[config.mk]
export PLATFORM = sky130hd
export DESIGN_NAME = toy_mem_arbiter
export DESIGN_NICKNAME = d
export VERILOG_FILES = /design/src/rtl/toy_mem_arbiter.sv
export SDC_FILE = /design/constraint.sdc
export NUM_CORES = 1
export LEC_CHECK = 0
export ABC_AREA = 1
export BUFFER_PORTS_ARGS = -buffer_cell sky130_fd_sc_hd__buf_2
export CORE_AREA = 2 2 107 109
export DETAILED_ROUTE_END_ITERATION = 8
export DIE_AREA = 0 0 109 111
export PLACE_DENSITY = 0.82
export SKIP_LAST_GASP = 1
export SLEW_MARGIN = 20
export SYNTH_ARGS = -nofsm -noshare
export SYNTH_HDL_FRONTEND = slang
export SYNTH_SLANG_ARGS = --single-unit
export TNS_END_PERCENT = 1
[constraint.sdc]
create_clock -name CLK -period 4.1 [get_ports CLK]
set_input_delay 0.41 -clock CLK [delete_from_list [all_inputs] [get_ports CLK]]
set_output_delay 0.41 -clock CLK [all_outputs]
set_load 0.005 [all_outputs]
[src/rtl/toy_mem_arbiter.sv]
// toy_mem_arbiter
//   Shares one single-port synchronous SRAM between the RISC_TOY instruction
//   fetch port and data port. Grants at most one access per cycle, stalls the
//   loser and steers the SRAM read data back to whichever port issued the read.
//
// Ports
//   CLK, RSTN                      clock (rising edge), async active-low reset
//   IREQ, IADDR                    fetch request / word address
//   INSTR, I_RVALID, I_STALL       fetch read data, data-valid pulse, stall
//   DREQ, DRW, DADDR, DWDATA       data request, 1=write, word address, wdata
//   DRDATA, D_RVALID, D_STALL      load data, data-valid pulse, stall
//   MCSN, MWEN, MADDR, MDI         SRAM chip select / write enable (active-low),
//                                  address, write data
//   MDOUT                          SRAM read data, one cycle after a read
//   STAT_CONFLICT, STAT_FORCED     (only with ARB_STATS_EN) saturating counts of
//                                  conflict cycles and starvation-forced fetches
//
// Build option
//   ARB_STATS_EN  adds the two statistics counters and their output ports.
module toy_mem_arbiter #(
  parameter int AW        = 30,
  parameter int DW        = 32,
  parameter int MAX_IWAIT = 4
) (
  input  logic          CLK,
  input  logic          RSTN,
  input  logic          IREQ,
  input  logic [AW-1:0] IADDR,
  output logic [DW-1:0] INSTR,
  output logic          I_RVALID,
  output logic          I_STALL,
  input  logic          DREQ,
  input  logic          DRW,
  input  logic [AW-1:0] DADDR,
  input  logic [DW-1:0] DWDATA,
  output logic [DW-1:0] DRDATA,
  output logic          D_RVALID,
  output logic          D_STALL,
  output logic          MCSN,
  output logic          MWEN,
  output logic [AW-1:0] MADDR,
  output logic [DW-1:0] MDI,
  input  logic [DW-1:0] MDOUT
`ifdef ARB_STATS_EN
  ,
  output logic [15:0]   STAT_CONFLICT,
  output logic [15:0]   STAT_FORCED
`endif
);

  localparam logic [3:0] MAX_W = 4'(MAX_IWAIT);

  logic [3:0]    iwait_q, iwait_d;
  logic          rsp_valid_q, rsp_valid_d;
  logic          rsp_owner_q, rsp_owner_d;  // 1 = data port, 0 = fetch port
  logic [DW-1:0] instr_q, drdata_q;
  logic [AW-1:0] maddr_q;
  logic [DW-1:0] mdi_q;

  logic forced;
  logic gnt_i;
  logic gnt_d;

  always_comb begin
    forced      = IREQ & (iwait_q == MAX_W);
    // Grants are qualified by RSTN so nothing reaches the SRAM while reset is
    // held, including a request that is already being presented.
    gnt_i       = RSTN & IREQ & (~DREQ | forced);
    gnt_d       = RSTN & DREQ & ~gnt_i;

    I_STALL     = RSTN & IREQ & ~gnt_i;
    D_STALL     = RSTN & DREQ & ~gnt_d;

    MCSN        = ~(gnt_i | gnt_d);
    MWEN        = ~(gnt_d & DRW);
    MADDR       = maddr_q;
    MDI         = mdi_q;
    if (gnt_i) begin
      MADDR = IADDR;
    end else if (gnt_d) begin
      MADDR = DADDR;
      MDI   = DWDATA;
    end

    // Starvation counter: only counts consecutive denied fetch cycles.
    iwait_d     = iwait_q;
    if (!IREQ || gnt_i) begin
      iwait_d = '0;
    end else if (iwait_q != MAX_W) begin
      iwait_d = iwait_q + 4'd1;
    end

    rsp_valid_d = gnt_i | (gnt_d & ~DRW);
    rsp_owner_d = gnt_d;

    I_RVALID    = rsp_valid_q & ~rsp_owner_q;
    D_RVALID    = rsp_valid_q &  rsp_owner_q;
    INSTR       = I_RVALID ? MDOUT : instr_q;
    DRDATA      = D_RVALID ? MDOUT : drdata_q;
  end

  always_ff @(posedge CLK or negedge RSTN) begin
    if (!RSTN) begin
      iwait_q     <= '0;
      rsp_valid_q <= 1'b0;
      rsp_owner_q <= 1'b0;
      instr_q     <= '0;
      drdata_q    <= '0;
      maddr_q     <= '0;
      mdi_q       <= '0;
    end else begin
      iwait_q     <= iwait_d;
      rsp_valid_q <= rsp_valid_d;
      rsp_owner_q <= rsp_owner_d;
      instr_q     <= INSTR;
      drdata_q    <= DRDATA;
      maddr_q     <= MADDR;
      mdi_q       <= MDI;
    end
  end

`ifdef ARB_STATS_EN
  logic [15:0] conflict_q, conflict_d;
  logic [15:0] forced_q, forced_d;

  always_comb begin
    conflict_d = conflict_q;
    forced_d   = forced_q;
    if (IREQ && DREQ && conflict_q != 16'hFFFF) begin
      conflict_d = conflict_q + 16'd1;
    end
    // Only a fetch that actually beat a pending data request was forced.
    if (gnt_i && DREQ && forced && forced_q != 16'hFFFF) begin
      forced_d = forced_q + 16'd1;
    end
  end

  always_ff @(posedge CLK or negedge RSTN) begin
    if (!RSTN) begin
      conflict_q <= '0;
      forced_q   <= '0;
    end else begin
      conflict_q <= conflict_d;
      forced_q   <= forced_d;
    end
  end

  assign STAT_CONFLICT = conflict_q;
  assign STAT_FORCED   = forced_q;
`endif

endmodule

======== Word level (Yosys, flattened, before mapping) ========
Cells that the tools add are included.
word-level totals
  logic and storage cells ................. 42
  bits of input ports ..................... 129
  bits in registers ....................... 132
  output and inout bits ................... 132
operators by class
  reductions and logical operators ........ 3
  eq/ne operators ......................... 2
  mux-type cells .......................... 8
  $add $sub $neg .......................... 1
  bitwise operators ....................... 21
operators by type and width
  kind                                                                      number
  32-bit two-way mux                                                        4
  30-bit two-way mux                                                        2
  1-bit bitwise AND                                                         11
  4-bit two-way mux                                                         2
  1-bit inverter                                                            7
  4-bit by 1-bit adder with 4-bit output (second input constant)            1
  4-bit by 3-bit equality test with 1-bit output (second input constant)    1
  4-bit by 3-bit inequality test with 1-bit output (second input constant)  1
  1-bit OR                                                                  3
  2-bit nonzero test                                                        1
  1-bit zero test                                                           1
  1-bit logical OR                                                          1

======== Longest topological paths before layout ========
Gate-level depths: netlist of the first run.
  depth after elaboration ................. 8
  depth in mapped cells ................... 9
  depth with buffers taken out ............ 8

======== Worst setup path after synthesis of the first run ========
OpenSTA, ideal clock, no wires.
  path type ............................... flip-flop to output port
  from .................................... register iwait_q[0]
  to ...................................... output MADDR[10]
  buffers on the path ..................... 1
  cell stages (with the launch flop) ...... 10
  required time ........................... 3.690 ns
  arrival time ............................ 1.314 ns
  slack ................................... 2.376 ns
  path through ............................ dfrtp_1 inv_1 ha_1 nand4_4 nand2_2 nand2_2 inv_2 buf_6 nand2_1 nand2_1
on the way
  cells in the longest elaborated chain, start to end .. 8
RTL lines
  item                                                RTL line  text
  start: declaration                                  53        logic [3:0] iwait_q, iwait_d;
  start signal: assignment                            112       iwait_q <= iwait_d;
  4-bit by 3-bit equality test with 1-bit output (*)  65        forced = IREQ & (iwait_q == MAX_W);
  1-bit bitwise AND (*)                               65
  1-bit OR (*)                                        68        gnt_i = RSTN & IREQ & (~DREQ | forced);
  1-bit bitwise AND (*)                               68
  1-bit inverter                                      69        gnt_d = RSTN & DREQ & ~gnt_i;
  1-bit bitwise AND                                   69
  30-bit two-way mux                                  80        end else if (gnt_d) begin
  30-bit two-way mux (*)                              78        if (gnt_i) begin
  end: declaration                                    41        output logic [AW-1:0] MADDR,
Every way passes the cells marked *; elsewhere a longest branch is shown, timed or not.

======== Worst setup path in the final report of the first run ========
  from .................................... input RSTN
  to ...................................... output MADDR[4]
on the way
  cells in the longest elaborated chain, start to end .. 6
  elaborated cells on any way between the ends .. 7
  those cells by class .................... mux (2); bitwise (5)
RTL lines
  item                            RTL line  text
  start: declaration              26        input logic RSTN,
  1-bit bitwise AND (2 in a row)  68
  1-bit inverter                  69
  1-bit bitwise AND               69
  30-bit two-way mux              80
  30-bit two-way mux (*)          78
Marks and branches as above.

==> results.cfg, run 1 <==
[status]
status = complete, no violations

[synthesis]
synth_top_area_cell = dfrtp_1
synth_edf_count = 0
synth_area_per_cell_um2 = 8.64
ys.flop_type = dfrtp_1
synth_commonest_cells = nand2_1, dfrtp_1, o21ai_0, inv_1, nand3_1
synth.most_common_cell = nand2_1
ys_seq_area_share_pct = 61.3
synth_cell_types = 20
synth_seq_cells = 132
netlist_top_cells_area = dfrtp_1, nand2_1, o21ai_0
synthesis.area_um2 = 5390
synth_cells = 623
syn_nets = 754
yosys_warnings = 0
yosysTopAreaCellShare_pct = 61.3
async_reset_ff_share_pct = 100

[sta]
fmax_mhz = 303
tns_ns = 0
slew_viol_final = 0
holdWs_ns = 0.216
layout_min_cycle_time_ns = 3.31
hold_violations = 0
period_share_pct = 80.6
maxSlewHeadroom_pct = 33.7
rsz0062_at_grt = false
setup_viol = 0
layout_setup_ws_ns = 0.795
worst_pin_slew_ns = 0.990
clock-skew-final_ns = 0.00813

[global_routing]
grt_overflow = 0
use_met3_pct = 7.11
grtUsageTotal_pct = 24.0
grt_pass1_wl_um = 22400
grt-busiest-layer = met2
antenna_found_initial = 0
groute.layer.met1.usage_pct = 27.8
grt_pass1_vias = 4761
grt_max_degree = 71
use_met2_pct = 41.3

[setup_path]
r2r_setup_slack_ns = 1.87
path_common_cell = nand2_1
cp.arrival_ns = 2.90
worst-setup-path-type = input port to primary output
r2r-start = iwait_q[0]$_DFFE_PN0P_
reg2reg_depth = 8
cp.required_ns = 3.69
cp_cell_sequence = dlygate4sd3_1, buf_6, nand2_1, inv_1, nand2_2, inv_2, nand2_1, nand2_1, buf_2
cp_max_fo = 31
critPathMaxStageDelay_ns = 0.55
reg2reg_to = maddr_q[27]$_DFF_PN0_
cp-end-kind = primary output
crit_path_start_kind = input port
critPathSlowestCell = dlygate4sd3_1

[cells_and_area]
nFillCells = 931
drive_above_1_share_pct = 34.2
final_cells = 1031
antennaDiodeCount = 0
area_delta_synth_final_pct = 37.0
nNetsFinal = 1007
fin_area_um2 = 7380

[placement]
place_hpwl_um = 10100
place.gp.congestion = 0.851
numPortBuffers = 260
dp_cells = 999
place_area_um2 = 6740
place_ws_ns = 1.38

[cts]
clockBufferDepth = 2
cts_resized = 0
cts.sinks = 132
cts_buffers = 17
cts_tree = yes
root_buffer = clkbuf_16
holdBufCountCts = 1
clk_latency_ns = 0.40
clkTransAtPathRegs_ns = 0.06
htreeDepth = 4
cts_setup_buffers = 0

[floorplanning]
rows = 39
core_area_um2 = 11100
dieArea_um2 = 12100
io_pins = 261
initial_core_util_pct = 48.6
die_y_um = 111
die_w_um = 109

[worst_hold_path]
hold_start = IADDR[23]
hold_path.class = input port to flop
min_to = maddr_q[23]$_DFF_PN0_
hold_depth = 3

[power_and_ir_drop]
power.density_nw_per_um2 = 540
vdd_drop_max_v = 0.000290
leakagePower_nw = 4.32

[route]
wl_per_cell_um = 13.6
drc = 0
ant_nets = 0
firstDrtPassIters = 4
wirelength_um = 14100
drt_iter0_markers = 317
vias = 4871
vias_per_cell = 4.72

[flow_run]
max-cap-violations = 0
## cell families after synthesis
logic type | synth area share (%)
AO/OA/AOI/OAI | 8.16
AND/OR/NAND/NOR | 22.7
adder cells (fa/ha/maj) | 0.465
flip-flops | 61.3
buffers and inverters | 7.06
XOR/XNOR | 0.325
## state kept, by name, indices dropped and copies added, names as in the netlist
register     count
drdata_q        32
instr_q         32
mdi_q           32
maddr_q         30
iwait_q          4
rsp_owner_q      1
rsp_valid_q      1
## report_power, final
| part | total [mW] | switching, mW | internal, mW |
|---|---|---|---|
| registers | 1.63 | 0.0719 | 1.55 |
| clock network | 1.58 | 0.527 | 1.05 |
| logic | 0.782 | 0.447 | 0.335 |
| total | 3.98 | 1.05 | 2.94 |
## routing by layer
layer	vias to the layer above	share of wire (%)	wire, um
met2	209	50	7090
met5	-	0	0
met4	0	2.4	337
met3	27	8.0	1120
li1	2427	-	-
met1	2208	39	5520
## per-stage QoR
stage	power, mW	util, %
after floorplan	2.01	-
after global placement	2.40	60.8
after detailed placement	2.43	60.8
after CTS	4.02	66.6
after global routing	4.22	66.6
final	3.98	66.6
## cell type report
type	instances	area, um2	area share [%]
sequential	132	3300	44.8
multi-input combinational	402	1700	23.1
timing repair buffer	264	1340	18.2
clock buffer	23	508	6.89
inverter	59	221	3.00
tap	143	179	2.43
clock inverter	8	121	1.65
## worst max-delay path, delay by kind of cell
| family | cells | cell delay, ns |
|---|---|---|
| AND/OR/NAND/NOR | 4 | 0.88 |
| buffers and inverters | 5 | 1.58 |
## cells in the final DEF (no fill, tap or decap), drive strengths merged
cell	count
nor2	6
xor2	2
buf	263
a31oi	1
bufinv	3
dlygate4sd3	1
o21ai	85
clkinv	4
nand2	288
clkinvlp	1
nand3	16
nand4	1
inv	59
clkbuf	23
dfrtp	132
o211ai	1
ha	2
## how the worst max path moves through the flow
stage | startpoint | endpoint | slack (ns) | depth (start not counted)
2_1_floorplan | iwait_q[0]$_DFFE_PN0P_ | MADDR[10] | 2.38 | 9
3_3_place_gp | RSTN | MADDR[4] | 1.45 | 8
3_5_place_dp | RSTN | MADDR[4] | 1.38 | 8
4_1_cts | RSTN | MADDR[4] | 0.79 | 9
5_1_grt | RSTN | MADDR[7] | 0.60 | 9
6_report | RSTN | MADDR[4] | 0.79 | 9
Note: power is estimated with default switching activity, not from simulation.
==> inputs of run 2 (changes only) <==
Settings changed: CORE_AREA 2 2 107 109 to 2 2 117 119, DIE_AREA 0 0 109 111 to 0 0 119 121, PLACE_DENSITY 0.82 to 0.72.
Clock period 4.1 ns to 2.8 ns, I/O delays scaled along.
==> run 2 against run 1 <==
Net effect:
- first-iteration DRC count down 5.4%
- final cell count is 3.6% higher
- combinational power increased by 47%
- routed wire length grew 2.0%
- highest routed layer unchanged
==> results.cfg, run 2 (synthesized netlist as in run 1, its figures left out) <==
[status]
status = complete, no violations

[route]
firstDrtPassIters = 7
vias = 4877
drt_iter0_markers = 300
met2_length_um = 7000
vias_per_cell = 4.57
wl_per_cell_um = 13.4
wirelength_um = 14400
routed.top_layer = met4
drc = 0
ant_nets = 0
routedLengthMet1_um = 6010
met3_length_um = 1070

[floorplanning]
io_pins = 261
initial_core_util_pct = 41.2
die_w_um = 119
core_area_um2 = 13100
dieArea_um2 = 14400
rows = 42
die_y_um = 121

[power_and_ir_drop]
leakagePower_nw = 4.31
vdd_drop_max_v = 0.000433
power.density_nw_per_um2 = 761

[global_routing]
grt_pass1_vias = 4580
grt_overflow = 0
antenna_found_initial = 0
grtUsageTotal_pct = 20.5
grt_pass1_wl_um = 22900
grt_max_degree = 73

[setup_path]
startpoint = iwait_q[0]$_DFFE_PN0P_
crit_path_start_kind = flop
endpoint = MDI[5]
critical_path_buf_inv_count = 3
critPathSlowestCell = dfrtp_1
path_common_cell = nand2_1
worst-setup-path-type = flop to primary output
critPathMaxStageDelay_ns = 0.42
cp_max_fo = 32
cp_cell_sequence = inv_1, ha_1, nand4_4, nand2_8, buf_6, nand2_1, nand2_1, buf_2
reg2reg_to = mdi_q[5]$_DFF_PN0_
cp.depth = 8
path_delay_family = simple AND/OR/NAND/NOR gates
cp.arrival_ns = 2.34
cp.required_ns = 2.52
reg2reg_depth = 7
r2r_setup_slack_ns = 0.92
cp-end-kind = primary output
r2r-start = iwait_q[0]$_DFFE_PN0P_

[cells_and_area]
multi_input_area_um2 = 1720
layout_common_cells = nand2_1, buf_2, dfrtp_1
final_util_pct = 56.6
nFillCells = 1218
area_delta_synth_final_pct = 37.5
largestRegisters = drdata_q x32, instr_q x32, mdi_q x32
final_common_cell = nand2_1
regArea_um2 = 3300
drive_above_1_share_pct = 34.1
nNetsFinal = 1012
antennaDiodeCount = 0
final_cells = 1068

[placement]
dp_cells = 1037
place_ws_ns = 0.403
numPortBuffers = 260
place_hpwl_um = 10300
place.gp.congestion = 0.760

[sta]
hold_violations = 0
layout_setup_ws_ns = 0.180
period_share_pct = 93.6
setup_viol = 0
slew_viol_final = 0
fmax_mhz = 382
maxSlewHeadroom_pct = 41.5
clock-skew-final_ns = 0.00420
rsz0062_at_grt = true
layout_min_cycle_time_ns = 2.62
worst_pin_slew_ns = 0.878

[cts]
clockBufferDepth = 2
cts_tree = yes
htreeDepth = 4
clkTransAtPathRegs_ns = 0.06
cts_buffers = 17
clk_latency_ns = 0.41
cts.sinks = 132
root_buffer = clkbuf_16

[worst_hold_path]
hold_path.class = input port to asynchronous set/reset pin

[flow_run]
max-cap-violations = 0
## run 2: cell types whose count changed in the layout (fill, tap and decap cells not counted)
cell and delta:
clkbuf_1 +5, buf_4 +4, clkbuf_8 -3, inv_2 -2, inv_4 +2, buf_6 +1, bufinv_16 -1, clkinv_4 -1
clkinvlp_4 -1, dlygate4sd3_1 -1, nand2_8 +1
## run 2: worst min-delay path by stage
stage          cells past startpoint                 from               endpoint  slack, ns
2_1_floorplan                      0                 RSTN  drdata_q[0]$_DFF_PN0_      -0.02
3_3_place_gp                       2  mdi_q[14]$_DFF_PN0_    mdi_q[14]$_DFF_PN0_       0.46
3_5_place_dp                       2  mdi_q[25]$_DFF_PN0_    mdi_q[25]$_DFF_PN0_       0.46
4_1_cts                            3            IADDR[12]  maddr_q[12]$_DFF_PN0_       0.06
5_1_grt                            3             IADDR[1]   maddr_q[1]$_DFF_PN0_       0.08
6_report                           2                 RSTN   maddr_q[8]$_DFF_PN0_       0.05
## run 2: layout make-up
type,count,share of cell area (%)
Multi-Input combinational cell,403,23.3
Clock buffer,25,6.56
Timing Repair Buffer,268,18.5
Inverter,59,3.06
Clock inverter,5,1.01
Sequential cell,132,44.6
Tap cell,176,2.97
## run 2: repair_timing
action	CTS	global route
pin swaps	0	1
gates cloned	0	1
hold buffers	0	0
buffers inserted	0	0
endpoints found under the setup margin	31	64
resized for setup	1	5
hold endpoints to repair	0	0
## run 2: report_power, final
| part | leakage, nW | switching [mW] | internal [mW] |
|---|---|---|---|
| Combinational | 2.42 | 0.653 | 0.498 |
| Clock | 0.277 | 0.743 | 1.37 |
| Sequential | 1.61 | 0.101 | 2.27 |
## run 2: metrics by stage
stage / cell area [um2] / hold slack [ns] / setup TNS, ns / power, mW
3_3_place_gp: 6820 / 0.455 / 0 / 3.54
2_1_floorplan: 5390 / -0.0156 / 0 / 2.94
6_report: 7410 / 0.0481 / 0 / 5.64
4_1_cts: 7390 / 0.0588 / 0 / 5.70
3_5_place_dp: 6820 / 0.459 / 0 / 3.56
5_1_grt: 7410 / 0.0822 / -0.0617 / 5.99
## run 2: layer usage
metal  global-route usage [%]  vias to the layer above
li1                         -                     2447
met1                     25.9                     2203
met2                     33.5                      206
met3                     5.87                       21
met4                     8.11                        0
met5                        0                        -
